**src/rtl/bcd_timer_ctrl.sv**
```systemverilog
// bcd_timer_ctrl: BCD stopwatch/countdown core; in clk/reset/start/stop/clear/load/load_value/up, out digits/running/tick/carry_out/expired
module bcd_timer_ctrl #(
  parameter int DIGITS   = 4,
  parameter int PRESCALE = 10,
  parameter int WRAP     = 0
) (
  input  logic                  clk,
  input  logic                  reset,
  input  logic                  start,
  input  logic                  stop,
  input  logic                  clear,
  input  logic                  load,
  input  logic [4*DIGITS-1:0]   load_value,
  input  logic                  up,
  output logic [4*DIGITS-1:0]   digits,
  output logic                  running,
  output logic                  tick,
  output logic                  carry_out,
  output logic                  expired
);
  typedef enum logic [1:0] {IDLE, RUN, PAUSED, DONE} state_t;
  localparam int PW = PRESCALE > 1 ? $clog2(PRESCALE) : 1;
  localparam logic [PW-1:0] LAST = PW'(PRESCALE - 1);
  localparam logic [4*DIGITS-1:0] ALL9 = {DIGITS{4'h9}};
  state_t state_q, state_d;
  logic [PW-1:0] pre_q, pre_d;
  logic [4*DIGITS-1:0] dig_q, dig_d, stepped, sat;
  logic tick_q, tick_d, co_q, co_d;
  logic term, post_term, fin;
  always_comb begin : arith
    logic en;
    logic [3:0] nib, lv;
    en = 1'b1;
    stepped = '0;
    sat = '0;
    for (int i = 0; i < DIGITS; i++) begin
      nib = dig_q[4*i +: 4];
      lv = load_value[4*i +: 4];
      stepped[4*i +: 4] = !en ? nib : up ? (nib == 4'd9 ? 4'd0 : nib + 4'd1) : (nib == 4'd0 ? 4'd9 : nib - 4'd1);
      en = en & (up ? nib == 4'd9 : nib == 4'd0);
      sat[4*i +: 4] = lv > 4'd9 ? 4'd9 : lv;
    end
  end
  assign term      = up ? dig_q == ALL9 : dig_q == '0;
  assign post_term = up ? stepped == ALL9 : stepped == '0;
  assign fin       = term | post_term;
  always_comb begin
    state_d = state_q;
    pre_d   = pre_q;
    dig_d   = dig_q;
    tick_d  = 1'b0;
    co_d    = 1'b0;
    if (clear) begin
      state_d = IDLE;
      pre_d   = '0;
      dig_d   = '0;
    end else if (load) begin
      dig_d   = sat;
      pre_d   = '0;
      state_d = (state_q == RUN || state_q == PAUSED) ? state_q : IDLE;
    end else if (stop && state_q == RUN) begin
      state_d = PAUSED;
    end else if (start && (state_q == IDLE || state_q == PAUSED)) begin
      state_d = RUN;
    end else if (state_q == RUN && pre_q != LAST) begin
      pre_d = pre_q + 1'b1;
    end else if (state_q == RUN && !start) begin
      // step cycle: a start seen here is still a command and holds the step off
      tick_d = 1'b1;
      pre_d  = '0;
      if (WRAP != 0) begin
        dig_d = stepped;
        co_d  = term;
      end else begin
        dig_d   = term ? dig_q : stepped;
        co_d    = fin;
        state_d = fin ? DONE : RUN;
      end
    end
  end
  always_ff @(posedge clk) begin
    if (reset) begin
      state_q <= IDLE;
      pre_q   <= '0;
      dig_q   <= '0;
      tick_q  <= 1'b0;
      co_q    <= 1'b0;
    end else begin
      state_q <= state_d;
      pre_q   <= pre_d;
      dig_q   <= dig_d;
      tick_q  <= tick_d;
      co_q    <= co_d;
    end
  end
  assign digits    = dig_q;
  assign running   = state_q == RUN;
  assign expired   = state_q == DONE;
  assign tick      = tick_q;
  assign carry_out = co_q;
endmodule

```
**config.mk**
```make
export PLATFORM = sky130hd
export DESIGN_NAME = bcd_timer_ctrl
export DESIGN_NICKNAME = d
export VERILOG_FILES = /design/src/rtl/bcd_timer_ctrl.sv
export SDC_FILE = /design/constraint.sdc
export NUM_CORES = 1
export LEC_CHECK = 0
export CORE_MARGIN = 1
export CORE_UTILIZATION = 35
export CTS_CLUSTER_SIZE = 30
export DETAILED_ROUTE_END_ITERATION = 8
export GPL_TIMING_DRIVEN = 0
export PLACE_DENSITY = 0.57
export SLEW_MARGIN = 15
export SYNTH_ARGS = -nofsm -noshare
export SYNTH_HDL_FRONTEND = slang
export SYNTH_SLANG_ARGS = --single-unit
```
**constraint.sdc**
```tcl
create_clock -name clk -period 2 [get_ports clk]
set_input_delay 0.2 -clock clk [delete_from_list [all_inputs] [get_ports clk]]
set_output_delay 0.2 -clock clk [all_outputs]
set_load 0.01 [all_outputs]
```
==> summary.md, run 1 <==
| Metric | Value |
|---|---|
| Mean routed wirelength per cell | ~18 um |
| Logic depth of the worst path, buffers included | 8 |
| Worst hold slack across all endpoints | 0.502 ns |
| Share of layout cells above drive strength 1 | 27.9% |
| Endpoint arrival time on the critical path | 2.67 ns |
| Global-route wire length before repair | 12.2 mm |
| Area of the multi-input gates | around 0.0018 mm2 |
| Cell with the largest stage delay on the worst path | or3_4 |
| Placeable core region | 0.00631 mm2 |
| Iteration-0 DRC Markers | slightly above 200 |
| Number of cells produced by synthesis | 309 |
| Antenna violations before repair | 0 |
| Register bit count reported by yosys | 24 |
| Worst slack, placed | -0.535 ns |
| Portion of the post-synthesis area used by sequential elements | 21.1% |
| Critical path destination | state_q[1]$_SDFFE_PP0P_ |
| Layout Skew | between 0.004 and 0.005 ns |
| Post-route ant nets | 0 |
| Top fanout value on the critical path | 5 |
| Fillers | about 600 |
| Via count | 2638 |
| CTS tree | yes |
| Shortest clock period the worst path allows after layout | 2.47 ns |
| Overall power | 1.37 mW |
| Number of port buffers | 41 |
| Leak Pwr | 1.13 nW |
| Setup-failing EPs final | 18 |
| Worst slew pin tran | around 0.65 ns |
| Chip Height | between 80 and 90 um |
| Maximum clock frequency | 0.405 GHz |
| Setup repair after global routing missed its margin | yes |
| Worst R2R Start | digits[7]$_SDFFE_PP0P_ |
| Post-synth EDFFs | 0 |
| Die boundary width | 82.8 um |
| Fraction of post-synthesis cell area in the top cell type by area | 21.1% |
| Worst skew pair latency | 0.28 ns |
| Endpoints failing hold | 0 |
| Main flop type after synthesis | dfxtp_1 |
| Kind of capture point of the worst setup path | flip-flop |
| Number of search-and-repair iterations in the first detailed-routing pass | 4 |
| CP bufs+invs | 1 |
| Number of clock sinks seen by CTS | 24 |
| Die outline area | roughly 0.007 mm2 |
| First element of the critical path | digits[7]$_SDFFE_PP0P_ |
| Worst slew margin relative to its limit | 56.7% |
| Ys async rst share | 0% |
| Leading cell type in the layout, fill and taps excluded | clkdlybuf4s50_1 |
| Hold Path Depth | 3 |
| Power per unit of standard cell area | 411 mW/mm2 |
| Worst R2R Setup Slack | -0.47 ns |
| Chain of cells forming the critical path | nor4_4 -> mux2i_1 -> or3_4 -> o211a_4 -> nor4b_4 -> o211ai_1 -> buf_4 -> a211oi_2 |
| Global-route total usage across every layer | 23.5% |
| Max H-tree Level | 1 |
| R2R depth | 8 |
| Max rail drop VDD | 0.000258 V |
| Maximum Capacitance Violations | 0 |
| Kind of cell with the highest combined delay on the critical path | simple AND/OR/NAND/NOR gates |
| Kind of start point of the critical path | flip-flop |
| Result of the run | finished with violations |
| Data required time of the critical path | 2.20 ns |
| Final wirelength | about 8 mm |
| Number of diodes | 0 |
| Weighted congestion at the end of routability-driven global placement | 0.909 |
| Total number of yosys warnings | 0 |
| Initial Util | roughly 36% |
| Ratio of final minimum period to clock period | 123% |
| Ports | between 40 and 50 |
| Number of buffers added by the clock tree synthesis step | 3 |
| Clock Path Buffers | 2 |
| Mapped cell area | 0.00228 mm2 |
| Cell taking the most area after synthesis | dfxtp_1 |
| Largest stage delay on the critical path | 0.41 ns |
| Via count of the first global-routing pass | 2447 |
| Minimum setup slack in the final design | -0.467 ns |
| Layout-stage area growth over the synthesis result | 46.3% |
| DR vias/cell | between 5 and 6 |
| Root Buffer Master | clkbuf_8 |
| Count of unresolved DRC violations after routing | 0 |
| Cell Rows | 29 |
| Clock-pin slew on the worst setup and hold paths | 0.10 ns |
| Net Count, Synth | 338 |
| RR Endpoint | state_q[1]$_SDFFE_PP0P_ |
| Residual overflow from global routing | 0 |
| Path class of the lowest-slack min-delay path | in2reg |
| Failing checks | setup timing |
| Number of nets in the final layout | roughly 400 |
| Quantity of hold-fixing buffers added after cts | 0 |
| Post-detail-place hpwl | 5.31 mm |
| Maximum number of pins on one net before global-route repair | 15 |
| Commonest non-fill, non-tap cells in the layout | clkdlybuf4s50_1, nor2_1, nand2_1 |
| Distinct cells, synth | 68 |
| FF+latch area | 505 um2 |
| Largest cells by area after synthesis | dfxtp_1, nor2_1, nand2_1, xnor2_1, a21oi_1 |
| Final max-slew violation count | 0 |
| Critical path class | reg2reg |
| Syn avg cell area | 7.39 um2 |
[per-layer routing]
layer	wire length (um)	part of all wire [%]	GRT usage, %
met2	3740	47	38.7
met1	3500	44	31.5
met4	181	2.3	7.41
met5	0	0	0
met3	453	5.7	3.19
[logic make-up (layout without fill, tap and decap cells)]
| family | after synthesis | count (layout) | synth area share [%] |
|---|---|---|---|
| XOR/XNOR | 14 | 14 | 5.37 |
| AO/OA/AOI/OAI | 87 | 88 | 27.4 |
| AND/OR/NAND/NOR | 138 | 138 | 33.8 |
| flip-flops | 24 | 24 | 21.1 |
| adder cells (fa/ha/maj) | 6 | 6 | 3.29 |
| buffers and inverters | 38 | 97 | 8.17 |
| multiplexers | 2 | 2 | 0.932 |
[stage by stage]
stage / area [um2] / utilization [%] / std cells / setup TNS (ns)
floorplan: 2320 / - / 309 / -1.88
global placement: 2830 / 44.8 / 427 / -7.84
detailed placement: 2830 / 44.8 / 427 / -7.79
CTS: 3180 / 50.4 / 442 / -4.92
global route: 3340 / 52.9 / 446 / -6.86
finish: 3340 / 52.9 / 446 / -5.26
[cells in the mapped netlist (all sizes together) (5+ instances only)]
cell type / instances
a21oi: 15
a31oi: 6
and3: 7
buf: 14
clkbuf: 14
dfxtp: 24
ha: 6
inv: 10
nand2: 23
nand2b: 7
nand3: 9
nor2: 44
nor3: 11
nor4: 9
o21ai: 17
o31ai: 6
or3: 5
xnor2: 9
xor2: 5
[power by group]
group / leakage (nW) / internal [mW] / switching (mW) / total (mW)
sequential: 0.201 / 0.486 / 0.0215 / 0.507
combinational: 0.897 / 0.192 / 0.217 / 0.409
clock: 0.0357 / 0.268 / 0.189 / 0.458
total: 1.13 / 0.946 / 0.428 / 1.37
[state kept, by name, indices dropped and copies added (netlist names)]
register	cells
pre_q	4
carry_out	1
digits	16
tick	1
state_q	2
[worst min-delay path, stage by stage]
cell	delay, ns
clkdlybuf4s50_1	0.39
nor2_1	0.08
a221oi_1	0.07
[worst min path at each step]
stage,from,end,slack (ns)
5_1_grt,load_value[9],digits[9]$_SDFFE_PP0P_,0.52
3_3_place_gp,pre_q[3]$_SDFFE_PP0P_,pre_q[3]$_SDFFE_PP0P_,0.51
2_1_floorplan,load_value[6],digits[6]$_SDFFE_PP0P_,0.33
4_1_cts,load_value[5],digits[5]$_SDFFE_PP0P_,0.51
3_5_place_dp,pre_q[3]$_SDFFE_PP0P_,pre_q[3]$_SDFFE_PP0P_,0.52
6_report,load_value[0],digits[0]$_SDFFE_PP0P_,0.50
[what timing repair did]
action                                  in CTS  in global routing
pin swaps                                   21                 16
endpoints found under the setup margin      19                 21
gates cloned                                 2                  1
buffers inserted                            12                  6
resized for setup                           40                 31
[cell type report]
| cell class | count | share of cell area, % |
|---|---|---|
| Timing Repair Buffer | 60 | 18.7 |
| Sequential cell | 24 | 15.1 |
| Buffer | 23 | 4.98 |
| Clock inverter | 1 | 0.899 |
| Inverter | 10 | 1.12 |
| Clock buffer | 3 | 1.24 |
| Tap cell | 77 | 2.88 |
| Multi-Input combinational cell | 248 | 55.0 |
Note: power is estimated with default switching activity, not from simulation.
==> run 2, diff against run 1 <==
--- a/config.mk
+++ b/config.mk
@@ -11,7 +11,7 @@
 export DETAILED_ROUTE_END_ITERATION = 8
 export GPL_TIMING_DRIVEN = 0
 export PLACE_DENSITY = 0.57
-export SLEW_MARGIN = 15
+export SLEW_MARGIN = 20
 export SYNTH_ARGS = -nofsm -noshare
 export SYNTH_HDL_FRONTEND = slang
 export SYNTH_SLANG_ARGS = --single-unit
==> results of run 2 <==
Same layout as run 1: the final DEF is identical, and so are final timing and power.
